<file path="src/rtl/mux_8x1_rr_arbiter.sv">
// Round-robin arbiter owning the select of a single-bit 8:1 mux; grant tenure capped at MAX_BURST cycles.
// Latency: req sampled at a rising edge is granted at that edge (registered gnt/sel/gnt_valid); out is combinational.
// Backpressure: requesters hold req high until served; the holder yields on release or burst expiry.
module mux_8x1_rr_arbiter #(
  parameter int MAX_BURST = 4
) (
  input  logic       clk,
  input  logic       rst_n,
  input  logic [7:0] req,
  input  logic [7:0] in,
  output logic [7:0] gnt,
  output logic [2:0] sel,
  output logic       gnt_valid,
  output logic       out
);

  typedef enum logic {IDLE, GRANT} state_e;

  // Last burst_cnt value a tenure may reach before it is forced to re-arbitrate.
  localparam logic [7:0] BURST_LAST = 8'(MAX_BURST - 1);

  state_e     state_q, state_d;
  logic [7:0] gnt_q, gnt_d;
  logic [2:0] sel_q, sel_d;
  logic       gnt_valid_q, gnt_valid_d;
  logic [2:0] last_q, last_d;
  logic [7:0] cnt_q, cnt_d;

  logic [7:0] req_excl;
  logic       win_any, win_excl_any;
  logic [2:0] win_idx, win_excl_idx;

  // Round-robin search from last+1 around to last; scanning the offsets downward lets the nearest requester win.
  // A second search excludes the current holder for the burst-expiry case.
  always_comb begin
    req_excl     = req & ~(8'b1 << sel_q);
    win_any      = 1'b0;
    win_idx      = 3'd0;
    win_excl_any = 1'b0;
    win_excl_idx = 3'd0;
    for (int i = 8; i >= 1; i--) begin
      if (req[last_q + 3'(i)]) begin
        win_any = 1'b1;
        win_idx = last_q + 3'(i);
      end
      if (req_excl[last_q + 3'(i)]) begin
        win_excl_any = 1'b1;
        win_excl_idx = last_q + 3'(i);
      end
    end
  end

  // Next-state logic: grant, hold, hand over on release/expiry, or fall back to IDLE.
  always_comb begin
    state_d     = state_q;
    gnt_d       = gnt_q;
    sel_d       = sel_q;
    gnt_valid_d = gnt_valid_q;
    last_d      = last_q;
    cnt_d       = cnt_q;
    unique case (state_q)
      IDLE: begin
        if (win_any) begin
          state_d     = GRANT;
          gnt_d       = 8'b1 << win_idx;
          sel_d       = win_idx;
          gnt_valid_d = 1'b1;
          last_d      = win_idx;
          cnt_d       = 8'd0;
        end
      end
      GRANT: begin
        if (req[sel_q] && (cnt_q < BURST_LAST)) begin
          cnt_d = cnt_q + 8'd1;
        end else if (!req[sel_q]) begin
          // Holder released: the holder's bit is already clear, so the full search hands over directly.
          if (win_any) begin
            gnt_d  = 8'b1 << win_idx;
            sel_d  = win_idx;
            last_d = win_idx;
            cnt_d  = 8'd0;
          end else begin
            state_d     = IDLE;
            gnt_d       = 8'd0;
            gnt_valid_d = 1'b0;
            cnt_d       = 8'd0;
          end
        end else begin
          // Burst expired: pass to someone else if anyone waits, otherwise start a fresh tenure for the holder.
          if (win_excl_any) begin
            gnt_d  = 8'b1 << win_excl_idx;
            sel_d  = win_excl_idx;
            last_d = win_excl_idx;
          end
          cnt_d = 8'd0;
        end
      end
      default: begin
        state_d = IDLE;
      end
    endcase
  end

  // State registers; reset parks the pointer at 7 so requester 0 is first in line.
  always_ff @(posedge clk or negedge rst_n) begin
    if (!rst_n) begin
      state_q     <= IDLE;
      gnt_q       <= 8'd0;
      sel_q       <= 3'd0;
      gnt_valid_q <= 1'b0;
      last_q      <= 3'd7;
      cnt_q       <= 8'd0;
    end else begin
      state_q     <= state_d;
      gnt_q       <= gnt_d;
      sel_q       <= sel_d;
      gnt_valid_q <= gnt_valid_d;
      last_q      <= last_d;
      cnt_q       <= cnt_d;
    end
  end

  assign gnt       = gnt_q;
  assign sel       = sel_q;
  assign gnt_valid = gnt_valid_q;
  assign out       = in[sel_q] & gnt_valid_q;

endmodule
</file>
<file path="config.mk">
export PLATFORM = sky130hd
export DESIGN_NAME = mux_8x1_rr_arbiter
export DESIGN_NICKNAME = d
export VERILOG_FILES = /design/src/rtl/mux_8x1_rr_arbiter.sv
export SDC_FILE = /design/constraint.sdc
export NUM_CORES = 1
export LEC_CHECK = 0
export ABC_CLOCK_PERIOD_IN_PS = 3200
export BUFFER_PORTS_ARGS = -buffer_cell sky130_fd_sc_hd__buf_2
export CAP_MARGIN = 20
export CORE_ASPECT_RATIO = 0.5
export CORE_MARGIN = 8
export CORE_UTILIZATION = 55
export DETAILED_ROUTE_END_ITERATION = 10
export GPL_TIMING_DRIVEN = 0
export MAX_ROUTING_LAYER = met4
export PLACE_DENSITY = 0.88
export SYNTH_ARGS = -nofsm -noshare
export SYNTH_HDL_FRONTEND = slang
export SYNTH_SLANG_ARGS = --single-unit
</file>
<file path="constraint.sdc">
create_clock -name clk -period 3.2 [get_ports clk]
set_clock_uncertainty 0.15 [all_clocks]
set_input_delay 0.48 -clock clk [delete_from_list [all_inputs] [get_ports clk]]
set_output_delay 0.48 -clock clk [all_outputs]
set_load 0.005 [all_outputs]
</file>
### Word-level counts from Yosys, hierarchy flattened

Cells that the tools add are included.

| cells by class | value |
|---|---|
| bitwise operators | 4 |
| muxes and demuxes | 95 |
| $lt $le $gt $ge | 10 |
| $add $sub $neg | 8 |
| shifts and indexed selects | 3 |
| eq/ne operators | 5 |
| reductions and logical operators | 4 |

Operator list:

| cell | number |
|---|---|
| 3-bit 2-to-1 mux | 23 |
| 8-bit 2-to-1 mux | 7 |
| 1-bit binary-select mux with 3-bit select | 18 |
| 1-bit 2-to-1 mux | 41 |
| 3-bit by 4-bit less-than comparator with 1-bit output (second input constant) | 9 |
| 8-bit one-hot mux with 2 select lines | 2 |
| 1-bit by 3-bit << shifter with 8-bit output (first input constant) | 3 |
| 3-bit adder (second input constant) | 4 |
| 3-bit one-hot mux with 2 select lines | 2 |
| 8-bit by 1-bit adder with 8-bit output (second input constant) | 1 |
| 8-bit AND | 1 |
| 8-bit by 2-bit less-than comparator with 1-bit output (second input constant) | 1 |
| 2-bit != test (second input constant) | 4 |
| 8-bit inverter | 1 |
| 3-bit by 2-bit adder with 3-bit output (second input constant) | 2 |
| 1-bit one-hot mux with 2 select lines | 2 |
| 4-bit AND reduction | 1 |
| 3-bit by 1-bit adder with 3-bit output (second input constant) | 1 |
| 3-bit != test (second input constant) | 1 |
| 3-bit AND reduction | 1 |
| 2-bit AND reduction | 1 |
| 1-bit AND | 1 |
| 1-bit logical AND | 1 |
| 1-bit inverter | 1 |

| storage, ports and cells | value |
|---|---|
| logic and storage cells | 135 |
| output and inout bits | 13 |
| bits in registers | 24 |

### Logic depth before layout (Yosys ltp)

Gate-level depths: netlist of the first run.

| logic depth | value |
|---|---|
| depth in word-level cells | 18 |
| gate-level depth with buffers | 13 |
| gate-level depth less buffers | 10 |

### Least setup slack after synthesis of the first run

No wires, ideal clock.

| path | value |
|---|---|
| path type | register to register |
| start point | register last_q[1] |
| end point | register gnt_q[2] (netlist: gnt[2]) |
| data required time | 2920 ps |
| path slack | -352 ps |
| library setup time | 130 ps |
| stages on the path, launching flop included | 14 |
| data arrival time | 3271 ps |
| buffers on the path | 3 |
| path through | dfstp_2 -> clkbuf_8 -> inv_1 -> clkbuf_1 -> ha_1 -> buf_6 -> mux2_2 -> mux4_2 -> a21oi_1 -> o21ai_0 -> a21oi_1 -> mux2_2 -> a22oi_1 -> o21ai_0 |

| between the ends | value |
|---|---|
| longest elaborated chain between the ends | 15 |
| elaborated cells between the ends (all ways) | 82 |

RTL lines:

| item | line | source |
|---|---|---|
| start: declaration | 26 | `logic [2:0] last_q, last_d;` |
| start signal: assignment | 118 | `last_q <= last_d;` |
| 3-bit adder, or another cell as far along | n/a |  |
| 1-bit binary-select mux with 3-bit select, or another cell as far along | 42 | `if (req[last_q + 3'(i)]) begin` |
| 1-bit 2-to-1 mux (not written as such), or another cell as far along | 42 |  |
| 3-bit 2-to-1 mux (on tied branches) (7 in series) | 42, 46 |  |
| 1-bit by 3-bit << shifter with 8-bit output (on tied branches) | 65, 78, 91 |  |
| 8-bit 2-to-1 mux (on tied branches) | 77, 90 |  |
| 8-bit 2-to-1 mux | 75 | `end else if (!req[sel_q]) begin` |
| 8-bit 2-to-1 mux | 73 | `if (req[sel_q] && (cnt_q < BURST_LAST)) begin` |
| 8-bit one-hot mux with 2 select lines | 61 | `unique case (state_q)` |
| end signal: assignment | 115 | `gnt_q <= gnt_d;` |
| end: declaration | 23 | `logic [7:0] gnt_q, gnt_d;` |

Several ways; a longest one is shown, not always the timed one. The select of a mux whose other input is x is not followed.
A chain may end at the register's enable or synchronous reset.

### Worst setup path after layout of the first run

| path | value |
|---|---|
| start point | register last_q[0] |
| end point | register sel_q[0] (netlist: sel[0]) |

| between the ends | value |
|---|---|
| longest elaborated chain between the ends | 14 |
| elaborated cells between the ends (all ways) | 78 |

RTL lines:

| item | line | source |
|---|---|---|
| 3-bit adder, or another cell as far along | n/a |  |
| 1-bit binary-select mux with 3-bit select, or another cell as far along | 42 |  |
| 1-bit 2-to-1 mux (not written as such), or another cell as far along | 42 |  |
| 3-bit 2-to-1 mux, or another cell as far along (7 in series) | 42 |  |
| 3-bit 2-to-1 mux (on tied branches) | 63, 77, 90 |  |
| 3-bit 2-to-1 mux | 75 |  |
| 3-bit 2-to-1 mux | 73 |  |
| 3-bit one-hot mux with 2 select lines | 61 |  |
| end signal: assignment | 116 | `sel_q <= sel_d;` |
| end: declaration | 24 | `logic [2:0] sel_q, sel_d;` |

Several ways; a longest one is shown, not always the timed one. The select of a mux whose other input is x is not followed.

==> results of run 1 <==
==> worst max-delay path, delay by kind of cell (launching register included) <==
family | cells | cell delay [ps]
AOI/OAI and AO/OA | 4 | 600
muxes | 3 | 1200
DFF | 1 | 590
and+or+nand+nor | 1 | 100
buffers and inverters | 5 | 560
adders and majority gates | 1 | 280
==> flip-flops by register name, indices dropped and copies added, names as in the netlist <==
register   cells
state_q        1
last_q         3
sel            3
gnt_valid      1
cnt_q          8
gnt            8
==> final timing paths <==
path	startpoint	endpoint	slack (ps)	cells after the start
max in group asynchronous	rst_n	last_q[2]	2490	1
worst max-delay path	last_q[0]	sel[0]	-360	14
min in group clk	cnt_q[1]	cnt_q[1]	340	2
worst min register to register	cnt_q[1]	cnt_q[1]	340	2
worst max register to register	last_q[0]	sel[0]	-360	14
worst min-delay path	rst_n	gnt[5]	50	1
==> cell families (layout without fill, tap and decap cells) <==
logic type / count (synthesis) / in the layout / share of synthesized area
simple gates: 103 / 103 / 0.180
compound gates: 115 / 115 / 0.295
buf+inv: 40 / 84 / 0.0786
xor+xnor: 5 / 5 / 0.0140
mux: 43 / 43 / 0.223
flops: 24 / 24 / 0.194
fa+ha+maj: 4 / 4 / 0.0152
==> layer usage <==
metal / share of wire / track usage / vias to the layer above
li1: - / - / 1412
met1: 0.42 / 0.359 / 1651
met2: 0.46 / 0.399 / 221
met3: 0.10 / 0.0390 / 35
met4: 0.021 / 0.0684 / 0
met5: 0 / - / -
==> cell type report <==
cell class | count | area (sq um) | area share
Buffer | 26 | 236 | 0.0616
Inverter | 13 | 63.8 | 0.0166
Timing Repair Buffer | 41 | 241 | 0.0629
Multi-Input combinational cell | 270 | 2520 | 0.657
Tap cell | 73 | 91.3 | 0.0238
Sequential cell | 24 | 604 | 0.157
Clock buffer | 4 | 78.8 | 0.0205
==> per-stage QoR <==
stage / util / hold WS, ps / area, sq um / TNS [ps]
floorplan: - / 34.4 / 3170 / -515
global placement: 0.623 / 307 / 3410 / -13560
detailed placement: 0.623 / 326 / 3410 / -13470
CTS: 0.687 / 60.2 / 3750 / -3550
global route: 0.702 / 98.7 / 3840 / -4790
finish: 0.702 / 46.6 / 3840 / -4040
==> cells in the final DEF (no fill, tap or decap), types with 4 or more instances in the layout <==
cell type  count
nand3_1        9
mux2_2         4
a21oi_1        6
o31ai_2        4
a21o_1         6
o32ai_1        7
o21ai_1        6
and2_1         7
clkbuf_16      5
mux4_2        15
nand2_1       34
mux4_1         4
o22ai_1        7
nor2_1        13
a31oi_1        4
buf_2         30
buf_4         13
clkbuf_1       9
o21ai_0        6
nand2b_1      10
mux2i_1       12
o221ai_1       7
a22oi_1        7
inv_1         10
dfrtp_1       21
mux2_4         4
buf_6          6
o22a_2         5
==> timing repair <==
item,CTS,global route
endpoints found under the setup margin,24,23
resized for setup,38,22
setup buffers,11,2
pin swaps,13,12
==> metrics.md, run 1 <==
| Metric | Value |
|---|---|
| Syn_nets | 355 |
| FF+latch count, synth | 24 |
| # diodes | 0 |
| Fin crit period | between 3000 and 4000 ps |
| Required @ worst endpoint | 3240 ps |
| Final setup vio count | 14 |
| Violated checks | setup timing |
| Root Driver | clkbuf_16 |
| Number of fill cells | 418 |
| Wirelength per Cell | 25.1 um |
| Initial DRC count | around 430 |
| Status | finished with violations |
| Tightest Hold Check Type | primary input to async pin |
| Nets | 400 |
| RSZ-0062 raised after global routing | true |
| Mean area per synthesized cell | 9.34 sq um |
| Core Footprint | 5470 sq um |
| Relative slew slack | 0.443 |
| Least-Margin Pin Slew | 830 ps |
| Die Y | 69.3 um |
| Ports | 31 |
| Largest net degree at the start of global routing | 25 |
| Routability cong. | 1.01 |
| Syn Inst Count | 334 |
| Final hold viol count | 0 |
| Cell Area, Synth | 3120 sq um |
| Worst-Skew Late Latency | 250 ps |
| Synth cell types | 73 |
| Synthesis-to-finish area growth | 23.0% |
| Post-CTS Hold Buffers | 0 |
| Total die area | around 8500 sq um |
| First-pass DRT Iterations | 5 |
| Via count | 3,319 |
| TritonCTS buffer count | 3 |
| CP peak stage delay | 590 ps |
| Hpwl dp | 8070 um |
| Async set-reset flop share out of synthesis | 1.00 |
| Floorplan row count | 19 |
| Initial antenna violation count | 0 |
| Most frequent cell after synthesis | nand2_1 |
| Number of synthesized flops with an enable pin | 0 |
| Final WL | 11,300 um |
| Sequential-to-total area share from yosys stat | 0.194 |
| Final Max Slew Viols | 0 |
| Placed insts | 435 |
| Clock Path Buffers | 2 |
| Finished Layout Cells | 451 |
| FMAX | 281 MHz |
| Fraction of layout cells with a size suffix above 1 | 0.399 |
| Via/cell ratio | roughly 7.4 |
| Horiz. Die Dim | approximately 120 um |
| Nature of the critical path endpoint | flip-flop |
| Vias in the first global route | 3,223 |
| Critical path, cell by cell | buf_8, inv_8, clkbuf_16, ha_4, buf_12, mux2_4, mux4_2, a21oi_2, o21ai_2, a21oi_2, buf_6, mux2_4, nand2b_1, a32o_2 |
| Place WS | -657 ps |
| Crit path DAT | 3600 ps |
| Post-route DRC | 0 |
| Fin crit share | 1.11 |
| Initial core utilization | 0.570 |
| Gr usage total | 0.264 |
| H-Tree Depth | 1 |
| Synth area leaders | dfrtp_1 (17%), mux4_2 (10%), mux2i_1 (5.1%) |
| Startpoint Class | flip-flop |
| Reg clk slew, reported paths | about 60 ps |
| Max-cap violations | 0 |
| Synth top cells by count | nand2_1 (35), dfrtp_1 (21), mux2i_1 (16) |
| Top_reg_cell synth | dfrtp_1 |
| CTS tree | yes |
| Slowest stage cell, crit path | dfstp_2 |
| Final ANT Viol Nets | 0 |
| Global-route wire length before repair | around 18,000 um |
| Crit Path Class | flip-flop to flip-flop |
| Post-synth top area share | 0.168 |
| Port bufs | 28 |
| Max FO, Critical Path | 8 |
| Final WS setup | -365 ps |
| Dominant cell type by area after synthesis | dfrtp_1 |
| Yosys warnings | 0 |
| Clk sink count | 24 |
| Total grt overflow | 0 |
Power of run 1 is not shown: default switching activity piles up to over one toggle a cycle in this logic, so the estimate is an artifact.
==> run 2, diff against run 1 <==
CORE_ASPECT_RATIO = 0.8   (was 0.5)
CORE_UTILIZATION = 25   (was 55)
PLACE_DENSITY = 0.52   (was 0.88)
==> run 2 against run 1 <==
- the run still ends with setup timing left
- critical path depth unchanged
- register-to-register slack barely moved
- cell count grew 19%
- hold slack worse by 6.2 ps
- routed wire length fell by 4.8%
- setup slack improved by 15 ps
- via count decreased by 6.2%
- flip-flop and latch count is the same
- maximum frequency increased by 0.41%
- first-iteration DRC count is 17% lower
- sequential share of layout area shrank 0.81 points
- non-clock buffer count up 8
- critical path type unchanged
==> metrics.md, run 2 (synthesis results as in run 1) <==
| Metric | Value |
|---|---|
| Status | finished with violations |
| Violated checks | setup timing |
| Initial DRC count | around 360 |
| Crit path DAT | 3540 ps |
| Nets | 408 |
| Fin crit period | roughly 3600 ps |
| Placed insts | 514 |
| Reg clk slew, reported paths | 60 ps |
| Via count | 3,114 |
| Largest net degree at the start of global routing | 25 |
| Total grt overflow | 0 |
| Wirelength per Cell | 20.0 um |
| Hpwl dp | 7960 um |
| Top delay family on crit path | multiplexers |
| Worst r2r path cells | 14 |
| Place WS | -546 ps |
| Number of fill cells | 1,262 |
| Worst-Skew Late Latency | 260 ps |
| Final hold viol count | 0 |
| Core Footprint | 12,200 sq um |
| Total die area | approximately 16,000 sq um |
| TritonCTS buffer count | 3 |
| Final WL | 10,800 um |
| Critical path, cell by cell | clkbuf_16, inv_6, clkbuf_16, ha_4, buf_12, mux2_4, mux4_2, buf_6, mux2i_1, o22ai_2, o311ai_4, nor2b_2, a22oi_1, o31ai_1 |
| Relative slew slack | 0.443 |
| Final Max Slew Viols | 0 |
| CP peak stage delay | 570 ps |
| Via/cell ratio | about 5.8 |
| Synthesis-to-finish area growth | 29.7% |
| DP Area | between 3000 and 4000 sq um |
| Most common cell on crit path | clkbuf_16 |
| Nature of the critical path endpoint | flip-flop |
| Slowest stage cell, crit path | dfstp_2 |
| Initial core utilization | 0.256 |
| Max-cap violations | 0 |
| Post-route DRC | 0 |
| Crit path buffers/inverters | 5 |
| Commonest non-fill, non-tap cell in the layout | nand2_1 |
| Final setup vio count | 14 |
| Seq. cell area | 604 sq um |
| Required @ worst endpoint | 3190 ps |
| Crit Path Class | flip-flop to flip-flop |
| FMAX | 282 MHz |
| Port bufs | 28 |
| First-pass DRT Iterations | 5 |
| Initial antenna violation count | 0 |
| Multi-input logic area | 2490 sq um |
| Startpoint Class | flip-flop |
| Launch point of the critical path | last_q[1] |
| R2r startpoint | last_q[1] |
| Ports | 31 |
| Final WS setup | -350 ps |
| Die Y | 116 um |
| Final ANT Viol Nets | 0 |
| Final Cell Area | 4050 sq um |
| Fin crit share | 1.11 |
| Finished Layout Cells | 538 |
| Routability cong. | approximately 0.94 |
| CTS tree | yes |
| Global-route wire length before repair | 17,000 um |
| Post-CTS Hold Buffers | 0 |
| Horiz. Die Dim | roughly 140 um |
| Fraction of layout cells with a size suffix above 1 | 0.404 |
| R2r setup slk | -350 ps |
| RSZ-0062 raised after global routing | true |
| Final hold slack | 40.4 ps |
| Gr usage total | 0.133 |
| # diodes | 0 |
| Max FO, Critical Path | 5 |
| Floorplan row count | 36 |
| Tightest Hold Check Type | primary input to async pin |
| FF-to-FF End | gnt[7] |
| Least-Margin Pin Slew | 832 ps |
| Vias in the first global route | between 3,000 and 4,000 |
| Clock Path Buffers | 2 |
| Clk sink count | 24 |
| H-Tree Depth | 1 |
| Commonest non-fill, non-tap cells in the layout | nand2_1 (33), buf_2 (30), dfrtp_1 (21) |
| Root Driver | clkbuf_16 |
run 2: routing by layer:
metal	routed length [um]	global-route usage
met1	5100	0.184
met5	0	-
met3	812	0.0263
met2	4700	0.197
met4	151	0.0286
run 2: worst register-to-register path, cell delays in order, from the launching register on:
cell and delay (ps):
dfstp_2 570, clkbuf_16 150, inv_6 30, clkbuf_16 130, ha_4 280, buf_12 110
mux2_4 300, mux4_2 550, buf_6 150, mux2i_1 170, o22ai_2 130, o311ai_4 370
nor2b_2 90, a22oi_1 140, o31ai_1 100
run 2: how the worst max path moves through the flow:
stage                     endpoint  cells past startpoint
final                       gnt[7]                     14
after global placement    cnt_q[1]                     11
after floorplan             gnt[2]                     13
after detailed placement    gnt[0]                     13
after global routing        gnt[7]                     14
after CTS                   gnt[0]                     13
run 2: metrics by stage:
stage           util  TNS (ps)
2_1_floorplan      -      -515
4_1_cts        0.325     -3550
5_1_grt        0.333     -5540
3_3_place_gp   0.288    -11470
3_5_place_dp   0.288    -11100
6_report       0.333     -3740
run 2: layout make-up:
class,instances,area share
timing repair buffer,48,0.0804
clock buffer,3,0.0186
clock inverter,1,0.00742
buffer,27,0.0659
sequential,24,0.149
multi-input combinational,270,0.616
inverter,13,0.0152
tap,152,0.0470
run 2: what timing repair did:
item	in CTS	in global routing
pin swaps	13	10
setup buffers	15	4
setup endpoints to repair	24	23
endpoints found under the hold margin	0	0
gates resized for setup	40	15
cloned	1	0
Power of run 2 is left out for the same reason.
==> run 3, diff against run 2 <==
ABC_AREA = 1   (was not set)
CORE_MARGIN = 2   (was 8)
==> run 3 against run 2 <==
- the flow now finishes without violations
- core utilization fell by 2.1 points
- highest routed layer unchanged
- cell count is 16% higher
- maximum frequency grew 17%
- critical path type unchanged
==> metrics.md, run 3 <==
| Metric | Value |
|---|---|
| Final setup vio count | 0 |
| Launch point of the critical path | last_q[1] |
| Status | finished, final reports clean |
| Least-Margin Pin Slew | 520 ps |
| Crit Path Class | flip-flop to flip-flop |
| Syn_nets | between 400 and 500 |
| Floorplan row count | 33 |
| TritonCTS buffer count | 3 |
| Synth top cells by count | nand2_1 (127), nand3_1 (92), inv_1 (59) |
| Max-cap violations | 0 |
| Initial antenna violation count | 0 |
| Max FO, Critical Path | 10 |
| Nets | 506 |
| Hpwl dp | 6580 um |
| Clock Path Buffers | 2 |
| Reg clk slew, reported paths | roughly 60 ps |
| Final ANT Viol Nets | 0 |
| Tightest Hold Check Type | primary input to async pin |
| Commonest non-fill, non-tap cells in the layout | nand2_1 (123), nand3_1 (86), inv_1 (54) |
| Most frequent cell after synthesis | nand2_1 |
| Final Max Slew Viols | 0 |
| Routability cong. | 0.935 |
| Fin crit share | 0.950 |
| Final WL | a little over 8000 um |
| Die Y | 96.0 um |
| Mean area per synthesized cell | 5.94 sq um |
| Root Driver | clkbuf_16 |
| FMAX | ~330 MHz |
| Post-synth top area share | 0.199 |
| Initial DRC count | 169 |
| Fin crit period | 3040 ps |
| Synth cell types | 30 |
| Required @ worst endpoint | 3230 ps |
| CTS tree | yes |
| Global-route wire length before repair | 13,500 um |
| Yosys warnings | 0 |
| Clk sink count | 24 |
| Syn Inst Count | between 400 and 500 |
| Nature of the critical path endpoint | flip-flop |
| Synthesis-to-finish area growth | 21.3% |
| Core Footprint | 10,300 sq um |
| Number of fill cells | 1,149 |
| FF+latch count, synth | 24 |
| Cell Area, Synth | roughly 2600 sq um |
| Top delay family on crit path | simple AND/OR/NAND/NOR gates |
| Vias in the first global route | 2,772 |
| Gr usage total | 0.150 |
| Top_reg_cell synth | dfrtp_1 |
| Total die area | 11,400 sq um |
| Commonest non-fill, non-tap cell in the layout | nand2_1 |
| Port bufs | 30 |
| Initial core utilization | 0.257 |
| Relative slew slack | 0.654 |
| Final hold viol count | 0 |
| # diodes | 0 |
| Via/cell ratio | 4.71 |
| Number of synthesized flops with an enable pin | 0 |
| Total grt overflow | 0 |
| Final WS setup | 159 ps |
| Slowest stage cell, crit path | dfstp_2 |
| Wirelength per Cell | 13.0 um |
| R2r startpoint | last_q[1] |
| First-pass DRT Iterations | 5 |
| Critical path, cell by cell | buf_6, inv_2, buf_6, ha_4, inv_2, buf_6, nand3_2, nand3_1, nand2_1, inv_2, nand3_2, nor2_4, nand2_4, nand3_4, inv_2, buf_6, nand2_1, inv_1, a21oi_1 |
| Place WS | -245 ps |
| RSZ-0062 raised after global routing | true |
| Async set-reset flop share out of synthesis | 1.00 |
| Via count | 2,942 |
| Startpoint Class | flip-flop |
| Largest net degree at the start of global routing | 25 |
| Worst-Skew Late Latency | 250 ps |
| Fraction of layout cells with a size suffix above 1 | 0.233 |
| Horiz. Die Dim | 119 um |
| Crit path DAT | 3070 ps |
| Post-route DRC | 0 |
| Sequential-to-total area share from yosys stat | 0.229 |
| Synth area leaders | dfrtp_1 (20%), nand2_1 (18%), nand3_1 (17%) |
| Ports | 31 |
| Crit path buffers/inverters | 9 |
| Dominant cell type by area after synthesis | dfrtp_1 |
| CP peak stage delay | 540 ps |
| H-Tree Depth | 1 |
[run 3: cells by family (layout without fill, tap and decap cells)]
group / after synthesis / count (layout) / synth area share
buffers and inverters: 82 / 121 / 0.135
AO/OA/AOI/OAI: 48 / 48 / 0.101
flip-flops: 24 / 24 / 0.229
AND/OR/NAND/NOR: 284 / 284 / 0.499
adder cells (fa/ha/maj): 3 / 3 / 0.0142
XOR/XNOR: 4 / 4 / 0.0218
[run 3: path summary, 6_finish.rpt]
check                            end  slack (ps)  depth (start not counted)
setup / recovery              gnt[6]         160                         19
hold / removal                gnt[3]          50                          1
setup reg to reg              gnt[6]         160                         19
hold reg to reg             cnt_q[1]         340                          2
max in group asynchronous  last_q[0]        2490                          1
min in group clk            cnt_q[1]         340                          2
[run 3: layout make-up]
cell class                      count  area (sq um)  area share
Buffer                             12           115      0.0359
Clock buffer                        3          75.1      0.0234
Clock inverter                      1          30.0     0.00937
Inverter                           70           263      0.0820
Multi-Input combinational cell    339          1750       0.547
Sequential cell                    24           604       0.189
Tap cell                          140           175      0.0547
Timing Repair Buffer               35           188      0.0586
[run 3: through the flow]
step / setup TNS [ps] / instances / utilization / cell area [sq um] / hold WS [ps]
4_1_cts: 0 / 619 / 0.302 / 3100 / 72.9
3_5_place_dp: -2540 / 615 / 0.289 / 2970 / 330
2_1_floorplan: 0 / 445 / - / 2640 / 34.4
6_report: 0 / 624 / 0.312 / 3200 / 45.8
5_1_grt: -60.7 / 624 / 0.312 / 3200 / 90.0
3_3_place_gp: -2000 / 615 / 0.289 / 2970 / 327
[run 3: layer usage]
layer,up-vias,GRT usage,wire length [um]
li1,1517,-,-
met1,1338,0.203,4040
met2,77,0.245,3630
met3,10,0.0148,298
met4,0,0.0327,128
met5,-,-,0
[run 3: timing repair]
item,4_1_cts,5_1_grt
setup endpoints to repair,14,14
pin swaps,0,3
gates resized for setup,7,23
setup buffers,0,5
hold buffers,0,0
Power of run 3 is left out for the same reason.
